[config.mk]
export PLATFORM = sky130hd
export DESIGN_NAME = cordic_arbiter_flat
export DESIGN_NICKNAME = d
export VERILOG_FILES = /design/src/rtl/clock_pkg.sv /design/src/rtl/cordic_arbiter_if.sv /design/src/rtl/rr_picker.sv /design/src/rtl/cordic_arbiter.sv /design/src/flat_wrapper.sv
export SDC_FILE = /design/constraint.sdc
export NUM_CORES = 1
export LEC_CHECK = 0
export BUFFER_PORTS_ARGS = -buffer_cell sky130_fd_sc_hd__buf_2
export CELL_PAD_IN_SITES_DETAIL_PLACEMENT = 1
export CELL_PAD_IN_SITES_GLOBAL_PLACEMENT = 1
export CORE_MARGIN = 3
export CORE_UTILIZATION = 37
export DETAILED_ROUTE_END_ITERATION = 6
export PLACE_DENSITY_LB_ADDON = 0.05
export SLEW_MARGIN = 0
export SYNTH_ARGS = -nofsm -noshare
export SYNTH_HDL_FRONTEND = slang
export SYNTH_SLANG_ARGS = --single-unit
[constraint.sdc]
create_clock -name clk -period 3.4 [get_ports clk]
set_input_delay 0.85 -clock clk [delete_from_list [all_inputs] [get_ports clk]]
set_output_delay 0.85 -clock clk [all_outputs]
set_load 0.05 [all_outputs]
[src/rtl/clock_pkg.sv]
// Shared types and constants for the CORDIC request arbiter.
package clock_pkg;

  localparam int ANGLE_W     = 9;
  localparam int DATA_W      = 16;
  localparam int DEF_NUM_REQ = 4;
  localparam int DEF_TIMEOUT = 63;
  localparam int FULL_TURN   = 360;

  typedef enum logic [1:0] {
    S_IDLE,
    S_ISSUE,
    S_WAIT,
    S_RESP
  } arb_state_t;

  // Requester angles span 0..511; one subtraction brings them into 0..359.
  function automatic logic [ANGLE_W-1:0] reduce_angle(input logic [ANGLE_W-1:0] i_deg);
    return (i_deg >= ANGLE_W'(FULL_TURN)) ? i_deg - ANGLE_W'(FULL_TURN) : i_deg;
  endfunction

endpackage

[src/rtl/cordic_arbiter_if.sv]
// Requester-side and CORDIC-side signals of the arbiter, bundled for port connection.
interface cordic_arbiter_if #(
  parameter int NUM_REQ = clock_pkg::DEF_NUM_REQ
);
  import clock_pkg::*;

  logic [NUM_REQ-1:0]         req;
  logic [ANGLE_W*NUM_REQ-1:0] angle_in;
  logic [NUM_REQ-1:0]         ack;
  logic [DATA_W-1:0]          sin_out;
  logic [DATA_W-1:0]          cos_out;
  logic                       err_timeout;

  logic                       cordic_start;
  logic [DATA_W-1:0]          cordic_angle;
  logic [DATA_W-1:0]          cordic_sin;
  logic [DATA_W-1:0]          cordic_cos;
  logic                       cordic_done;

  modport slave (
    input  req, angle_in, cordic_sin, cordic_cos, cordic_done,
    output ack, sin_out, cos_out, err_timeout, cordic_start, cordic_angle
  );

  modport master (
    output req, angle_in, cordic_sin, cordic_cos, cordic_done,
    input  ack, sin_out, cos_out, err_timeout, cordic_start, cordic_angle
  );

endinterface

[src/rtl/rr_picker.sv]
// Round-robin pick: first asserted request at or above the pointer, wrapping around.
module rr_picker #(
  parameter int NUM_REQ = 4,
  parameter int IDX_W   = (NUM_REQ > 1) ? $clog2(NUM_REQ) : 1
) (
  input  logic [NUM_REQ-1:0] i_req,
  input  logic [IDX_W-1:0]   i_rr_ptr,
  output logic [IDX_W-1:0]   o_grant,
  output logic               o_valid
);

  logic [IDX_W:0] w_pos;

  // Walk from the farthest offset back to the pointer so the nearest hit wins.
  always_comb begin
    o_grant = '0;
    o_valid = 1'b0;
    w_pos   = '0;
    for (int i = NUM_REQ - 1; i >= 0; i--) begin
      w_pos = {1'b0, i_rr_ptr} + (IDX_W+1)'(i);
      if (w_pos >= (IDX_W+1)'(NUM_REQ)) begin
        w_pos = w_pos - (IDX_W+1)'(NUM_REQ);
      end
      if (i_req[w_pos[IDX_W-1:0]]) begin
        o_grant = w_pos[IDX_W-1:0];
        o_valid = 1'b1;
      end
    end
  end

endmodule

[src/rtl/cordic_arbiter.sv]
// Shares one external cordic_sin_cos among NUM_REQ requesters, one operation at a time.
//   state   | meaning
//   S_IDLE  | waiting for any request; grant, latch index and reduced angle
//   S_ISSUE | one-cycle cordic_start, timeout counter cleared
//   S_WAIT  | waiting for cordic_done or timeout expiry
//   S_RESP  | ack to granted requester, advance round-robin pointer
module cordic_arbiter #(
  parameter int NUM_REQ = clock_pkg::DEF_NUM_REQ,
  parameter int TIMEOUT = clock_pkg::DEF_TIMEOUT
) (
  input logic             clk,
  input logic             reset_n,
  cordic_arbiter_if.slave bus
);
  import clock_pkg::*;

  localparam int IDX_W = (NUM_REQ > 1) ? $clog2(NUM_REQ) : 1;
  localparam int CNT_W = $clog2(TIMEOUT + 1);
  localparam logic [CNT_W-1:0] CNT_LAST = CNT_W'(TIMEOUT - 1);

  arb_state_t         r_state;
  arb_state_t         w_state_nxt;
  logic [IDX_W-1:0]   r_idx;
  logic [IDX_W-1:0]   r_rr_ptr;
  logic [IDX_W-1:0]   w_grant;
  logic               w_any;
  logic [CNT_W-1:0]   r_cnt;
  logic               r_err;
  logic [DATA_W-1:0]  r_angle;
  logic [DATA_W-1:0]  r_sin;
  logic [DATA_W-1:0]  r_cos;
  logic               w_expire;
  logic [ANGLE_W-1:0] w_req_angle;

  rr_picker #(
    .NUM_REQ (NUM_REQ),
    .IDX_W   (IDX_W)
  ) u_rr_picker (
    .i_req    (bus.req),
    .i_rr_ptr (r_rr_ptr),
    .o_grant  (w_grant),
    .o_valid  (w_any)
  );

  assign w_req_angle = bus.angle_in[int'(w_grant)*ANGLE_W +: ANGLE_W];
  // Counter reaches TIMEOUT on the same edge that leaves WAIT.
  assign w_expire    = (r_cnt == CNT_LAST);

  always_comb begin
    w_state_nxt = r_state;
    case (r_state)
      S_IDLE:  if (w_any) w_state_nxt = S_ISSUE;
      S_ISSUE: w_state_nxt = S_WAIT;
      S_WAIT:  if (bus.cordic_done || w_expire) w_state_nxt = S_RESP;
      S_RESP:  w_state_nxt = S_IDLE;
      default: w_state_nxt = S_IDLE;
    endcase
  end

  always_ff @(posedge clk or negedge reset_n) begin
    if (!reset_n) begin
      r_state  <= S_IDLE;
      r_idx    <= '0;
      r_rr_ptr <= '0;
      r_cnt    <= '0;
      r_err    <= 1'b0;
      r_angle  <= '0;
      r_sin    <= '0;
      r_cos    <= '0;
    end else begin
      r_state <= w_state_nxt;
      case (r_state)
        S_IDLE: begin
          if (w_any) begin
            r_idx   <= w_grant;
            r_angle <= DATA_W'(reduce_angle(w_req_angle));
            r_err   <= 1'b0;
          end
        end
        S_ISSUE: r_cnt <= '0;
        S_WAIT: begin
          if (bus.cordic_done) begin
            r_sin <= bus.cordic_sin;
            r_cos <= bus.cordic_cos;
          end else begin
            r_cnt <= r_cnt + 1'b1;
            if (w_expire) begin
              r_sin <= '0;
              r_cos <= '0;
              r_err <= 1'b1;
            end
          end
        end
        S_RESP: r_rr_ptr <= (r_idx == IDX_W'(NUM_REQ - 1)) ? '0 : r_idx + 1'b1;
        default: ;
      endcase
    end
  end

  assign bus.ack          = (r_state == S_RESP) ? (NUM_REQ'(1) << r_idx) : '0;
  assign bus.err_timeout  = (r_state == S_RESP) && r_err;
  assign bus.cordic_start = (r_state == S_ISSUE);
  assign bus.cordic_angle = r_angle;
  assign bus.sin_out      = r_sin;
  assign bus.cos_out      = r_cos;

endmodule

[src/flat_wrapper.sv]
// flat-port wrapper written by rule: the top's interface ports become plain ports
module cordic_arbiter_flat import clock_pkg::*;
#(
  parameter int NUM_REQ = clock_pkg::DEF_NUM_REQ,
  parameter int TIMEOUT = clock_pkg::DEF_TIMEOUT
)
  (clk, reset_n, bus_req, bus_angle_in, bus_cordic_sin, bus_cordic_cos, bus_cordic_done, bus_ack, bus_sin_out, bus_cos_out, bus_err_timeout, bus_cordic_start, bus_cordic_angle);
  cordic_arbiter_if #(.NUM_REQ(NUM_REQ)) bus_i ();
  input logic clk;
  input logic reset_n;
  input wire logic [$bits(bus_i.req)-1:0] bus_req;
  input wire logic [$bits(bus_i.angle_in)-1:0] bus_angle_in;
  input wire logic [$bits(bus_i.cordic_sin)-1:0] bus_cordic_sin;
  input wire logic [$bits(bus_i.cordic_cos)-1:0] bus_cordic_cos;
  input wire logic [$bits(bus_i.cordic_done)-1:0] bus_cordic_done;
  output wire logic [$bits(bus_i.ack)-1:0] bus_ack;
  output wire logic [$bits(bus_i.sin_out)-1:0] bus_sin_out;
  output wire logic [$bits(bus_i.cos_out)-1:0] bus_cos_out;
  output wire logic [$bits(bus_i.err_timeout)-1:0] bus_err_timeout;
  output wire logic [$bits(bus_i.cordic_start)-1:0] bus_cordic_start;
  output wire logic [$bits(bus_i.cordic_angle)-1:0] bus_cordic_angle;
  assign bus_i.req = bus_req;
  assign bus_i.angle_in = bus_angle_in;
  assign bus_i.cordic_sin = bus_cordic_sin;
  assign bus_i.cordic_cos = bus_cordic_cos;
  assign bus_i.cordic_done = bus_cordic_done;
  assign bus_ack = bus_i.ack;
  assign bus_sin_out = bus_i.sin_out;
  assign bus_cos_out = bus_i.cos_out;
  assign bus_err_timeout = bus_i.err_timeout;
  assign bus_cordic_start = bus_i.cordic_start;
  assign bus_cordic_angle = bus_i.cordic_angle;
  cordic_arbiter #(.NUM_REQ(NUM_REQ), .TIMEOUT(TIMEOUT)) u_core (.clk(clk), .reset_n(reset_n), .bus(bus_i));
endmodule
==> results of run 1 <==
metrics by stage:
step	setup WS [ps]	instances	hold WS, ps	cell area [um2]
6_report	598.9	478	482.7	3587
5_1_grt	445.6	478	523.7	3587
4_1_cts	599.9	478	492.0	3587
3_5_place_dp	266.9	470	469.1	3500
3_3_place_gp	321.9	470	463.1	3500
2_1_floorplan	553.7	265	464.9	2828
logic make-up (layout without fill, tap and decap cells):
| kind of cell | Yosys count | in the layout | synth area share [%] |
|---|---|---|---|
| fa+ha+maj | 10 | 10 | 4.460 |
| simple gates | 55 | 55 | 9.902 |
| flops | 54 | 54 | 48.17 |
| mux | 30 | 30 | 11.20 |
| xor+xnor | 2 | 2 | 0.6246 |
| compound gates | 76 | 76 | 20.25 |
| buf+inv | 31 | 145 | 5.263 |
| other cells | 1 | 7 | 0.1337 |
sequential cells by signal, indices dropped and copies added, names as in the netlist:
signal                   cells
u_core.r_state               2
u_core.r_rr_ptr              2
u_core.r_idx                 2
u_core.r_cnt                 6
u_core.bus.cordic_angle      9
u_core.bus.cos_out          16
u_core.r_err                 1
u_core.bus.sin_out          16
critical path: cells and delay by family:
kind            cells  cell delay [ps]
simple gates        2              490
mux                 1              460
compound gates      3             1100
buf+inv             2              150
cells in the mapped netlist (2+ instances only):
master / instances
mux2_2: 11
and2_1: 8
mux2i_1: 19
o31ai_1: 2
inv_1: 9
clkbuf_1: 11
nand3_1: 7
buf_4: 8
a21oi_1: 13
nand2b_1: 5
nor4_1: 2
dfrtp_1: 54
nor2b_1: 2
a22o_1: 33
nor2_1: 8
a211oi_1: 2
nor3b_1: 2
o21ai_0: 15
o211ai_1: 2
nand2_1: 17
ha_1: 10
path summary, 6_finish.rpt:
kind                       slack [ps]                          to                  startpoint
max                               600  u_core.bus.cordic_angle[3]                  bus_req[3]
min in group asynchronous         660  u_core.bus.cordic_angle[2]                     reset_n
min                               480  u_core.bus.cordic_angle[6]  u_core.bus.cordic_angle[6]
min reg2reg                       480  u_core.bus.cordic_angle[6]  u_core.bus.cordic_angle[6]
max in group asynchronous        2280             u_core.r_idx[1]                     reset_n
max reg2reg                       840  u_core.bus.cordic_angle[3]          u_core.r_rr_ptr[0]
cell type report:
type,instances,area [um2]
Sequential cell,54,1351
Clock buffer,5,68.82
Timing Repair Buffer,127,650.6
Fill cell,867,3705
Inverter,10,37.54
Tap cell,99,123.9
Clock inverter,3,18.77
Multi-Input combinational cell,180,1336
routing by layer:
layer,up-vias,wire length [um]
li1,1165,-
met1,1098,3302
met2,94,3102
met3,6,631
met4,0,82
met5,-,0
report_power, final:
group | leakage, nW | internal [mW] | switching, mW
clock network | 0.0483 | 0.146 | 0.215
registers | 0.678 | 0.922 | 0.176
logic | 1.11 | 0.689 | 1.55
==> qor.txt, run 1 <==
Drt drc: 0
Clock Skew: 6.776 ps
Global routing usage on met1: 23.26%
Seq/Total Area, Yosys: 48.17%
Synth async-reset ratio: 100.0%
Routability congestion estimate: 0.7650
Post-layout minimum cycle time: 2801 ps
Grt met2 use: 26.33%
Initial antenna violation count: 0
CTS buffer count: 5
Vias in the first global route: 2464
Clock Pin Slew Worst Setup and Hold Paths: 100 ps
Main synth FF type: dfrtp_1
WP data arrival: 3050 ps
Critical-path top delay cell: a221oi_4
Rel. slew slack: 53.69%
Routed WL: 7.118 mm
GRT Residual Overflow: 0
Post-synth EDFFs: 0
First-pass GRT wire length: 11.77 mm
Initial DRT Pass Iterations: 4
Antenna cells: 0
R2R depth: 7
CP Capture Type: register
Wire length per cell: 14.89 um
Syn Std Cell Area: 2805 um2
Routed Antenna Nets: 0
CTS Root Cell: clkbuf_8
Die X-Extent: 93.07 um
Met3 GRT Util: 4.586%
Synth warn: 0
GR peak layer: met2
# IOs: 129
PD cells: 1031 nW/um2
Worst setup SP type: input port
Leakage: 1.835 nW
Clock Latency Late Sink: 310 ps
Most frequent cells in the layout: 121 x buf_2, 54 x dfrtp_1, 33 x a22o_1
Final setup violation count: 0
Hold Path Stages: 2
Final period utilization: 82.39%
Die area: 8662 um2
Clock sink count: 54
Initial Utilization: 38.47%
Vias: 2363
Area leader, netlist: dfrtp_1
Via-per-instance ratio: 4.944
F_max: 0.3570 GHz
Crit path kind: in -> reg
H-tree levels: 2
Postcts setup bufs: 0
Tot Pwr: 3.700 mW
Core Area: 7292 um2
Worst VDD drop: 0.0006260 V
Pins Over Slew Limit: 0
Crit path largest cell delay: 500 ps
Outcome: completed
Number of port buffers: 121
Drt first-iter violations: 59
CTS Buffer Depth: 2
Crit path cell chain: buf_2 > inv_2 > a22o_1 > a221oi_4 > mux2_2 > a211o_1 > or4_1 > nand3_1
Critical Path RT: 3640 ps
Total GRT Usage: 16.88%
Fraction of layout cells with a size suffix above 1: 39.58%
CTS tree: yes
Syn Area/Cell: 10.83 um2
Max-Cap Viols: 0
Synth Register Bits: 54
Sum of negative setup slack: 0 ps
Largest net degree at the start of global routing: 55
Fin util: 49.19%
Main area contributors after synthesis: dfrtp_1 48%, a22o_1 10%, mux2i_1 6.8%
Gate count of the mapped netlist: 259
Worst-margin pin slew: 694.6 ps
Final HPWL from detailed placement: 5.308 mm
Std cell rows: 31
Post-cts sizing count: 0
Hold_buf cts: 0
Die H: 93.07 um
RSZ-0062 raised after global routing: false
Top fanout value on the critical path: 9
Worst hold path type: reg -> reg
Most common cell after layout, fill and taps aside: buf_2
Synth cell types: 40
Final net count: 463
Share of the synthesized area in the top cell type: 48.17%
Area delta synth->final: 27.88%
Fin. Hold Viols: 0
Power figures use the tool's default switching activity.
==> run 2: changes to the inputs <==
- CORE_UTILIZATION: 37 -> 35
- clock period: 3.4 -> 2.85 ns (I/O delays scaled with it)
==> run 2 against run 1 <==
Final cell count increased by 1.5%. Die area grew 5.3%. Register-to-register slack got worse by 450 ps. Core utilization fell by 2.0 points. Highest routed layer unchanged. Count of clock-buffer cells in the layout rose by 2. Total power is 22% higher. Clock power is 28% higher. Via count increased by 0.93%. Sequential share of layout area fell by 0.81 points.
==> qor.txt, run 2 (synthesis gave the netlist of run 1 again) <==
Outcome: completed
Routability congestion estimate: 0.7606 (-0.58%)
WP data arrival: 2780 ps (-270 ps)
Critical-path top delay cell: or4_1
Largest net degree at the start of global routing: 33 (-40%)
Vias in the first global route: 2439 (-1.0%)
Fraction of layout cells with a size suffix above 1: 39.95% (+0.37 points)
GRT Residual Overflow: 0 (unchanged)
Most common cell after layout, fill and taps aside: buf_2
Wire length per cell: 15.04 um (+1.0%)
Initial DRT Pass Iterations: 3 (-1)
Final net count: 467 (+0.86%)
Sum of negative setup slack: 0 ps (unchanged)
Via-per-instance ratio: 4.918 (-0.53%)
Die H: 95.53 um (+2.6%)
Routed Antenna Nets: 0 (unchanged)
CTS tree: yes
# IOs: 129 (unchanged)
Worst-margin pin slew: 638.4 ps (-56.22 ps)
Crit path kind: in -> reg
Worst hold path type: in -> async
PD cells: 1232 nW/um2 (+19%)
Routed WL: 7.295 mm (+2.5%)
Area delta synth->final: 30.69%
Grt met2 use: 26.46% (+0.13 points)
Final HPWL from detailed placement: 5.486 mm (+3.3%)
Postcts setup bufs: 0 (unchanged)
Final setup violation count: 0 (unchanged)
Worst setup SP type: input port
Initial Utilization: 36.11% (-2.4 points)
Crit path cell chain: buf_2 > a22o_1 > a221oi_4 > buf_12 > mux2_2 > a211o_1 > or4_1 > nand3_1
CTS Root Cell: clkbuf_8
Final worst slack: 314.1 ps (-284.8 ps)
First-pass GRT wire length: 11.65 mm (-0.99%)
Pre-CTS WS: -2.302 ps (-269.2 ps)
CTS buffer count: 5 (unchanged)
Drt first-iter violations: 74 (+25%)
Delay-heaviest family, CP: compound AO/OA/AOI/OAI gates
Clock Pin Slew Worst Setup and Hold Paths: 100 ps (about the same)
CP bufs+invs: 2 (unchanged)
Hold_buf cts: 0 (unchanged)
Antenna cells: 0 (unchanged)
H-tree levels: 2 (unchanged)
Critical Path RT: 3090 ps (-550 ps)
Most frequent cells in the layout: 121 x buf_2, 54 x dfrtp_1, 33 x a22o_1
Pins Over Slew Limit: 0 (unchanged)
CTS Buffer Depth: 2 (unchanged)
Std cell rows: 32 (+3.2%)
Core Area: 7767 um2 (+6.5%)
Drt drc: 0 (unchanged)
CP Capture Type: register
Max-Cap Viols: 0 (unchanged)
F_max: 0.3943 GHz
Rel. slew slack: 57.44% (+3.7 points)
Post-cts sizing count: 0 (unchanged)
Top fanout value on the critical path: 16 (+7)
Die X-Extent: 95.53 um (+2.6%)
Global routing usage on met1: 20.29% (-3.0 points)
Crit path largest cell delay: 420 ps (-80 ps)
RSZ-0062 raised after global routing: false
Final period utilization: 88.98%
Met3 GRT Util: 4.736% (+0.15 points)
Clock Latency Late Sink: 310 ps (about the same)
Total GRT Usage: 15.94% (-0.94 points)
Leakage: 1.869 nW (+1.8%)
Clock Skew: 12.40 ps (+5.626 ps)
GR peak layer: met2
Fin. Hold Viols: 0 (unchanged)
Initial antenna violation count: 0 (unchanged)
Worst VDD drop: 0.0005271 V (-16%)
Clock sink count: 54 (unchanged)
Post-layout minimum cycle time: 2536 ps
Number of port buffers: 121 (unchanged)
Vias: 2385 (+0.93%)
Die area: 9125 um2 (+5.3%)
[run 2: cell types whose count changed in the layout (fill, tap and decap cells not counted), sizes merged]
cell    previous run  this run
clkinv             2         0
buf              127       131
clkbuf             5         7
[run 2: worst paths after layout]
path | from | end | slack [ps] | cells after the start
max in group asynchronous | reset_n | u_core.bus.sin_out[3] | 1850 | 2
min in group clk | u_core.bus.cordic_angle[7] | u_core.bus.cordic_angle[7] | 490 | 2
min reg2reg | u_core.bus.cordic_angle[7] | u_core.bus.cordic_angle[7] | 490 | 2
max | bus_req[2] | u_core.bus.cordic_angle[3] | 310 | 8
min | reset_n | u_core.bus.cordic_angle[1] | 410 | 1
max reg2reg | u_core.r_rr_ptr[1] | u_core.bus.cordic_angle[3] | 390 | 9
[run 2: final cells by class]
cell class / instances / area (um2)
fillers: 903 / 4101
well taps: 102 / 127.6
multi-input cells: 180 / 1336
inverters: 10 / 37.54
flip-flops and latches: 54 / 1351
repair buffers: 131 / 718.2
clock buffers: 7 / 86.33
clock inverters: 1 / 8.758
[run 2: power by group]
group	switching [mW]	total (mW)	internal, mW
Clock	0.259	0.460	0.202
Sequential	0.200	1.30	1.10
Combinational	1.89	2.76	0.869
Total	2.35	4.52	2.17
[run 2: routing by layer]
layer	wire length [um]	part of all wire, %
met4	97	1.3
met5	0	0
met2	3348	46
met3	630	8.6
met1	3218	44
[run 2: stage by stage]
stage | utilization (%) | instance area, um2 | power (mW) | hold slack [ps] | std cells
CTS | 47.20 | 3666 | 4.576 | 436.4 | 485
floorplan | - | 2828 | 3.377 | 416.9 | 265
global placement | 45.97 | 3571 | 4.041 | 460.7 | 477
detailed placement | 45.97 | 3571 | 4.102 | 474.9 | 477
finish | 47.20 | 3666 | 4.516 | 411.9 | 485
global route | 47.20 | 3666 | 4.846 | 450.0 | 485
==> run 3: changes to the inputs <==
- CORE_ASPECT_RATIO: default -> 0.9
==> run 3 against run 2 <==
Flip-flop and latch count unchanged. Non-clock buffer count increased by 1. Worst hold slack got worse by 73 ps. Register-to-register slack gained 30 ps. Sequential share of layout area fell by 0.050 points. Clock skew fell by 5.9 ps.
==> qor.txt, run 3 (synthesis gave the netlist of run 1 again) <==
NetSw: 2.320 mW (-1.1%)
Routed WL: 7.201 mm (-1.3%)
Worst VDD drop: 0.0006013 V (+14%)
Die area: 9127 um2 (about the same)
Final worst slack: 340.7 ps (+26.57 ps)
Non-filler instance count after layout: 479 (-1.2%)
Grt met2 use: 25.00% (-1.5 points)
Most common cell after layout, fill and taps aside: buf_2
Wire length per cell: 15.03 um (about the same)
Worst hold path type: in -> async
First-pass GRT wire length: 12.15 mm (+4.3%)
Final setup violation count: 0 (unchanged)
Clock Latency Late Sink: 300 ps (about the same)
Global routing usage on met1: 22.75% (+2.5 points)
Std cell rows: 30 (-6.3%)
Post-cts sizing count: 0 (unchanged)
Final net count: 468 (+0.21%)
Top fanout value on the critical path: 16 (unchanged)
Int Pwr: 2.248 mW (+3.6%)
Total GRT Usage: 16.29% (+0.34 points)
Clock power share: 11.4% (+1.2 points)
Cell count after placement: 472 (-1.0%)
Die X-Extent: 100.4 um (+5.1%)
# IOs: 129 (unchanged)
WP data arrival: 2750 ps (-30 ps)
Vias in the first global route: 2523 (+3.4%)
Most frequent cells in the layout: 121 x buf_2, 54 x dfrtp_1, 33 x a22o_1
Area delta synth->final: 30.87%
Logic pwr share: 60.0% (-1.0 points)
Postcts setup bufs: 0 (unchanged)
Drt drc: 0 (unchanged)
Initial antenna violation count: 0 (unchanged)
CTS Buffer Depth: 2 (unchanged)
Clock Skew: 6.542 ps (-5.860 ps)
Seq pwr share: 28.6% (-0.2 points)
Sw frac: 50.79% (-1.2 points)
Leakage: 1.878 nW (+0.48%)
CTS buffer count: 5 (unchanged)
GR peak layer: met2
Pins Over Slew Limit: 0 (unchanged)
Via-per-instance ratio: 5.023 (+2.1%)
Post-layout minimum cycle time: 2509 ps (-26.57 ps)
Critical Path RT: 3090 ps (about the same)
Initial DRT Pass Iterations: 4 (+1)
Initial Utilization: 36.63% (+0.52 points)
GRT Residual Overflow: 0 (unchanged)
CP Capture Type: register
Final period utilization: 88.05% (-0.93 points)
Number of port buffers: 121 (unchanged)
Fraction of layout cells with a size suffix above 1: 40.21% (+0.26 points)
Routability congestion estimate: 0.7260 (-4.5%)
Drt first-iter violations: 93 (+26%)
Sum of negative setup slack: 0 ps (unchanged)
Met3 GRT Util: 3.687% (-1.0 points)
Pre-CTS WS: 22.54 ps (+24.85 ps)
PD cells: 1244 nW/um2 (+1.0%)
Largest net degree at the start of global routing: 33 (unchanged)
Worst-margin pin slew: 502.2 ps (-136.2 ps)
H-tree levels: 2 (unchanged)
Max-Cap Viols: 0 (unchanged)
Fin. Hold Viols: 0 (unchanged)
Hold_buf cts: 0 (unchanged)
Worst setup SP type: input port
Crit path kind: in -> reg
Vias: 2406 (+0.88%)
Rel. slew slack: 66.45% (+9.0 points)
Die H: 90.93 um (-4.8%)
F_max: 0.3985 GHz (+1.1%)
Clock sink count: 54 (unchanged)
Clock Pin Slew Worst Setup and Hold Paths: 90 ps (about the same)
Core Area: 7657 um2 (-1.4%)
CTS Root Cell: clkbuf_8
CTS tree: yes
Outcome: completed
Routed Antenna Nets: 0 (unchanged)
Final HPWL from detailed placement: 5.605 mm (+2.2%)
Antenna cells: 0 (unchanged)
RSZ-0062 raised after global routing: false
[run 3: final cells by class]
| class | count | area (um2) |
|---|---|---|
| clock inverters | 1 | 30.03 |
| multi-input cells | 180 | 1336 |
| flip-flops and latches | 54 | 1351 |
| clock buffers | 6 | 82.58 |
| well taps | 96 | 120.1 |
| repair buffers | 132 | 713.2 |
| fillers | 914 | 3986 |
| inverters | 10 | 37.54 |
[run 3: worst paths after layout]
path                                                 start                    endpoint  slack [ps]  cells after the start
worst min register to register  u_core.bus.cordic_angle[1]  u_core.bus.cordic_angle[1]         480                      2
min in group clk                u_core.bus.cordic_angle[1]  u_core.bus.cordic_angle[1]         480                      2
worst max-delay path                            bus_req[2]  u_core.bus.cordic_angle[3]         340                      8
worst max register to register          u_core.r_rr_ptr[1]  u_core.bus.cordic_angle[3]         420                      9
max in group asynchronous                          reset_n       u_core.bus.cos_out[6]        1890                      2
worst min-delay path                               reset_n             u_core.r_cnt[4]         340                      1
[run 3: power by group through the flow]
stage / Combinational [mW] / Clock, mW / Sequential [mW]
finish: 2.74 / 0.520 / 1.31
global route: 2.96 / 0.573 / 1.36
global placement: 2.73 / 0 / 1.32
CTS: 2.78 / 0.542 / 1.31
detailed placement: 2.78 / 0 / 1.31
floorplan: 1.14 / 0 / 2.24
[run 3: critical path, stage by stage]
cell,delay (ps)
buf_2,120
a22o_1,230
a221oi_4,270
buf_12,190
mux2_2,380
a211o_1,360
or4_1,410
nand3_1,80
[run 3: per-stage QoR]
step	total power [mW]	hold slack [ps]	instance area [um2]	util [%]
after global routing	4.889	364.2	3671	47.94
final	4.568	338.8	3671	47.94
after detailed placement	4.096	468.8	3558	46.47
after CTS	4.633	357.2	3671	47.94
after global placement	4.050	461.3	3558	46.47
after floorplan	3.377	416.9	2828	-
[run 3: layer usage]
layer / vias up / wire length [um]
met4: 0 / 127
li1: 1171 / -
met3: 12 / 451
met2: 75 / 3331
met5: - / 0
met1: 1148 / 3292
